`src/rtl/i2c_read_arbiter.sv`:
```
// rtl/i2c_read_arbiter.sv - round-robin arbiter sharing one byte-read I2C master among NREQ requesters
// Optional watchdog abort is built when I2C_ARB_TIMEOUT_EN is defined.

module i2c_read_arbiter #(
  parameter int NREQ           = 2,
  parameter int TIMEOUT_CYCLES = 2000000
) (
  input  logic              clk,
  input  logic              reset_n,
  input  logic [NREQ-1:0]   req_valid,
  input  logic [7*NREQ-1:0] req_sadr,
  input  logic [8*NREQ-1:0] req_wadr,
  input  logic [8*NREQ-1:0] req_len,
  output logic [NREQ-1:0]   req_ready,
  output logic [7:0]        rsp_data,
  output logic [NREQ-1:0]   rsp_valid,
  output logic [NREQ-1:0]   rsp_done,
  output logic [NREQ-1:0]   rsp_err,
  output logic              m_start,
  output logic [6:0]        m_sadr,
  output logic [7:0]        m_wadr,
  output logic [7:0]        m_len,
  output logic              m_abort,
  input  logic [7:0]        m_rdata,
  input  logic              m_rvalid,
  input  logic              m_done,
  input  logic              m_nack
);

  localparam int              GW       = $clog2(NREQ);
  localparam logic [GW:0]     NREQ_W   = (GW+1)'(NREQ);
  localparam logic [GW-1:0]   LAST_RST = GW'(NREQ-1);

  typedef enum logic [1:0] {IDLE, ISSUE, WAIT, DONE} state_t;

  state_t          state, state_nxt;
  logic [GW-1:0]   gnt, last, win;
  logic [GW:0]     idx;
  logic            found;
  logic            err;
  logic            timeout;
  logic [NREQ-1:0] gnt_oh;

  assign gnt_oh = {{(NREQ-1){1'b0}}, 1'b1} << gnt;

  // Search order starts just after the previous owner, wrapping modulo NREQ.
  always_comb begin
    found = 1'b0;
    win   = '0;
    idx   = '0;
    for (int k = 1; k <= NREQ; k++) begin
      idx = {1'b0, last} + (GW+1)'(k);
      if (idx >= NREQ_W) idx = idx - NREQ_W;
      if (!found && req_valid[idx[GW-1:0]]) begin
        found = 1'b1;
        win   = idx[GW-1:0];
      end
    end
  end

`ifdef I2C_ARB_TIMEOUT_EN
  localparam int CW = $clog2(TIMEOUT_CYCLES + 1);
  logic [CW-1:0] wd_cnt;

  always_ff @(posedge clk or negedge reset_n) begin
    if (!reset_n)            wd_cnt <= '0;
    else if (state == ISSUE) wd_cnt <= '0;
    else if (state == WAIT)  wd_cnt <= wd_cnt + CW'(1);
  end

  // A completion arriving in the expiry cycle wins over the abort.
  assign timeout = (state == WAIT) && (wd_cnt == CW'(TIMEOUT_CYCLES)) && !m_done;
`else
  logic unused_timeout;
  assign unused_timeout = ^TIMEOUT_CYCLES;
  assign timeout        = 1'b0;
`endif

  assign m_abort = timeout;

  always_ff @(posedge clk or negedge reset_n) begin
    if (!reset_n) state <= IDLE;
    else          state <= state_nxt;
  end

  always_comb begin
    state_nxt = state;
    m_start   = 1'b0;
    req_ready = '0;
    rsp_done  = '0;
    rsp_err   = '0;
    case (state)
      IDLE: begin
        if (found) state_nxt = ISSUE;
      end
      ISSUE: begin
        m_start   = 1'b1;
        req_ready = gnt_oh;
        state_nxt = WAIT;
      end
      WAIT: begin
        if (m_done || timeout) state_nxt = DONE;
      end
      DONE: begin
        rsp_done  = gnt_oh;
        rsp_err   = err ? gnt_oh : '0;
        state_nxt = IDLE;
      end
      default: state_nxt = IDLE;
    endcase
  end

  always_ff @(posedge clk or negedge reset_n) begin
    if (!reset_n) begin
      gnt       <= '0;
      last      <= LAST_RST;
      err       <= 1'b0;
      m_sadr    <= '0;
      m_wadr    <= '0;
      m_len     <= '0;
      rsp_data  <= '0;
      rsp_valid <= '0;
    end else begin
      rsp_valid <= '0;
      case (state)
        IDLE: begin
          if (found) begin
            gnt    <= win;
            m_sadr <= req_sadr[7*win +: 7];
            m_wadr <= req_wadr[8*win +: 8];
            m_len  <= req_len[8*win +: 8];
          end
        end
        ISSUE: err <= 1'b0;
        WAIT: begin
          // Bytes and completion are only honoured while a transaction is owned.
          if (m_rvalid) begin
            rsp_valid <= gnt_oh;
            rsp_data  <= m_rdata;
          end
          if (m_done)       err <= m_nack;
          else if (timeout) err <= 1'b1;
        end
        DONE: last <= gnt;
        default: ;
      endcase
    end
  end

endmodule

```
`config.mk`:
```
export PLATFORM = sky130hd
export DESIGN_NAME = i2c_read_arbiter
export DESIGN_NICKNAME = d
export VERILOG_FILES = /design/src/rtl/i2c_read_arbiter.sv
export SDC_FILE = /design/constraint.sdc
export NUM_CORES = 1
export LEC_CHECK = 0
export ABC_AREA = 1
export BUFFER_PORTS_ARGS = -buffer_cell sky130_fd_sc_hd__buf_2
export CAP_MARGIN = 20
export CORE_ASPECT_RATIO = 0.9
export CORE_MARGIN = 2
export CORE_UTILIZATION = 41
export DETAILED_ROUTE_END_ITERATION = 7
export MAX_ROUTING_LAYER = met4
export PLACE_DENSITY = 0.75
export REMOVE_ABC_BUFFERS = 1
export SETUP_SLACK_MARGIN = 0.4
export SLEW_MARGIN = 10
export SYNTH_ARGS = -nofsm -noshare
export SYNTH_HDL_FRONTEND = slang
export SYNTH_SLANG_ARGS = --single-unit
```
`constraint.sdc`:
```
create_clock -name clk -period 1.62 [get_ports clk]
set_clock_uncertainty 0.2 [all_clocks]
set_input_delay 0.081 -clock clk [delete_from_list [all_inputs] [get_ports clk]]
set_output_delay 0.081 -clock clk [all_outputs]
set_load 0.02 [all_outputs]
```
* After elaboration in Yosys (flattened, before gate mapping)
Cells that the tools add are included. Widths: inputs -> output; s select.
Word-level totals: logic and storage cells 57, output and inout bits 41, input bits 61, register bits after elaboration 38
Cells by class: shift-type cells 4, add/subtract/negate cells 4, reduce and logical (&&, ||, !) cells 8, multiply operators 1, equal/unequal tests 5, magnitude comparators 4, multiplexer cells 22
Operators by type and width (count):
- $shiftx 16x5->8 | 2
- $mux 2 | 8
- $shiftx 14x5->7 | 1
- $mux 1 | 12
- $pmux 2 s4 | 1
- $reduce_and 2->1 | 4
- $eq 2x2->1 const B | 2
- $ge 2x2->1 const B | 2
- $lt 1x2->1 const B | 2
- $mul 3x1->4 const A | 1
- $ne 2x2->1 const B | 2
- $add 1x1->2 const B | 1
- $add 1x2->2 const B | 1
- $eq 2x1->1 const B | 1
- $logic_not 2->1 | 1
- $pmux 1 s2 | 1
- $reduce_bool 2->1 | 1
- $shl 1x1->2 const A | 1
- $sub 1x1->1 const B | 2
- $logic_and 1x1->1 | 1
- $logic_not 1->1 | 1

* Logic depth before layout (Yosys ltp)
word-level depth 11, depth in mapped cells 7, gate-level depth less buffers 6

* Worst setup path after synthesis
Ideal clock, no wire load.
path type reg-to-reg, start point reg state[0], end point reg rsp_data[0], cell stages (with the launch flop) 7, buffers on the path 1, library setup time 0.118 ns, arrival time 1.181 ns, slack 0.121 ns, cells stage by stage dfrtp_1 inv_1 ha_1 buf_2 nand2_1 nand2_1 nand2_1
On the way: word-level cells in the longest chain between the ends 2
Ends and longest elaborated chain:
- start, declared | RTL line 36 | state_t state, state_nxt;
- start signal, assigned | RTL line 83 | else state <= state_nxt;
- $eq 2x2->1 | RTL line 125 | case (state)
- $reduce_and 2->1 (no line)
- end signal, assigned | RTL line 139 | rsp_data <= m_rdata;
- end, declared | RTL line 15 | output logic [7:0] rsp_data,
No other way between the ends. A chain may end at the register's enable or synchronous reset.

* Worst setup path in the final report
start point reg state[1], end point out req_ready[0]
On the way: word-level cells in the longest chain between the ends 2
Ends and longest elaborated chain:
- $eq 2x1->1 | RTL line 92 | case (state)
- $mux 2 | RTL line 92
- end, declared | RTL line 14 | output logic [NREQ-1:0] req_ready,
No other way between the ends.

==> metrics <==
status finished with violations; failing checks hold timing; WL met1 2.69 mm; Avg WL per Cell 13.2 µm; # hold bufs at CTS 58; mean area per synthesized cell 7.24 µm²; area of the mapped netlist 0.00208 mm²; site row count 24; final WL 6.83 mm; Post-DP HPWL 3.82 mm; Req. time, crit path 1340 ps; area of all placed cells without fillers 0.00358 mm²; Final setup viols 0; Seq/Total Area, Yosys 0.458; Design Power 5700 µW; PwrDens 1590 mW/mm²; Initial DRC Count 170; Cells after Synth 287; gr ovfl total 0; DR WL met3 439 µm; most common cell after layout, fill and taps aside nand2_1; Tcrit/Tclk final 0.971; Total GRT Usage 0.244; area of the die 0.00565 mm²; first-pass GRT wire length 10.5 mm; largest net degree at the start of global routing 25; area delta synth->final 72.1%; leak pwr 0.00205 µW; # diodes 0; register bit total from synthesis 38; Yosys top cell area share 0.446; worst vdd ir 0.000804 V; met2 WL 3.54 mm; Nets 519; critical path fanouts, max 4; Final Max Tran Viols 0; synth warn 0; uppermost routed layer met4; initial core utilization 0.427; Placement Cell Area 0.00264 mm²; TritonCTS clock tree done; fillcell total 359; Worst-Skew Late Latency 290 ps; # DRC 0; WS Path Type reg -> out; Clock Root Buffer clkbuf_8; 1st-pass router iterations 4; worst min path class in -> async; worst hold margin -28.0 ps; RSZ-0062 raised after global routing true; Die Ht 71.5 µm; Arrival @ worst endpoint 1290 ps; Die W 79.0 µm; antenna viol nets, final 0; CP Capture Type output pin; reported max-cap violation count 0; critical path launch point type flip-flop; core footprint 0.00486 mm²; port bufs 100; initial antenna violation count 0; Fmax 636 MHz; number of library cell types mapped by synthesis 19; fin cells 519; synth top area cells dfrtp_1 45%, nand2_1 18%, nand3_1 14%, inv_1 9.9%, ha_1 3.0%; fraction of layout cells with a size suffix above 1 0.337; Via density 4.69; Clock Path Buffers 2; clk slew on worst S/H paths 80 ps; total CTS buffers 5; placed cells 444; Synth area leader dfrtp_1; I/O pin count 102; Final Hold Fails 6; # H-tree levels 2; vias in the first global route 2391; clk sinks 38; commonest non-fill, non-tap cells in the layout 95 x nand2_1, 93 x buf_2, 58 x dlygate4sd3_1; total number of vias 2432; Final min period 1570 ps; Routability Congestion 0.790
-- cells in the mapped netlist (all sizes together) --
master / count
nand2: 102
inv: 57
nand3: 57
dfrtp: 37
buf: 13
nor2: 7
ha: 5
o21ai: 3
clkbuf: 2
conb: 1
dfstp: 1
nor3: 1
or2: 1
-- final timing paths --
check	startpoint	end	slack, ps	depth (start not counted)
max	state[1]$_DFFE_PN0P_	req_ready[0]	50	5
min	reset_n	err$_DFFE_PN0P_	-30	2
max reg2reg	state[1]$_DFFE_PN0P_	state[0]$_DFFE_PN0P_	60	5
min reg2reg	rsp_data[6]$_DFFE_PN0P_	rsp_data[6]$_DFFE_PN0P_	270	2
max in group asynchronous	reset_n	m_sadr[1]$_DFFE_PN0P_	760	3
min in group clk	req_valid[1]	m_len[4]$_DFFE_PN0P_	30	4
-- critical path: stages, from the launching register on --
cell and delay, ps:
dfrtp_2 470, inv_4 100, ha_4 140, inv_2 40, nor2_2 110, buf_6 130
-- sequential cells by signal, summed over array words and instances (netlist names) --
register / flops
m_wadr: 8
rsp_valid: 2
state: 2
gnt: 1
err: 1
last: 1
m_len: 8
rsp_data: 8
m_sadr: 7
-- routing by layer --
layer	up-vias	global-route usage
met5	-	-
li1	1187	-
met1	1102	0.290
met2	121	0.403
met4	0	0.115
met3	22	0.0441
-- timing repair --
item | 4_1_cts | 5_1_grt
cloned | 0 | 0
pin swaps | 4 | 5
resized for setup | 22 | 27
setup endpoints to repair | 44 | 45
setup buffers | 4 | 5
hold endpoints to repair | 73 | 3
-- power breakdown --
part / total, µW / internal, µW / switching (µW)
clock network: 815 / 458 / 357
logic: 3130 / 1300 / 1830
registers: 1750 / 1420 / 333
total: 5700 / 3180 / 2520
-- logic make-up after synthesis --
group	synth area share
buffers and inverters	0.150
adders and majority gates	0.0301
AOI/OAI and AO/OA	0.00722
DFF	0.458
other	0.00180
and+or+nand+nor	0.353
-- area by class of cell --
class,instances,area (µm²),share of cell area
timing repair buffer,174,1290,0.362
clock inverter,3,45.0,0.0126
sequential,38,955,0.267
clock buffer,5,68.8,0.0192
multi-input combinational,177,915,0.256
inverter,57,219,0.0612
tap,65,81.3,0.0227
-- metrics by stage --
step                      TNS, ps  setup WS [ps]   util
after global routing        -33.1          -15.5  0.735
after global placement          0            115  0.543
after CTS                       0           54.5  0.705
final                           0           47.2  0.735
after floorplan                 0           71.8      -
after detailed placement        0           56.7  0.543
(Power assumes the default switching activity.)
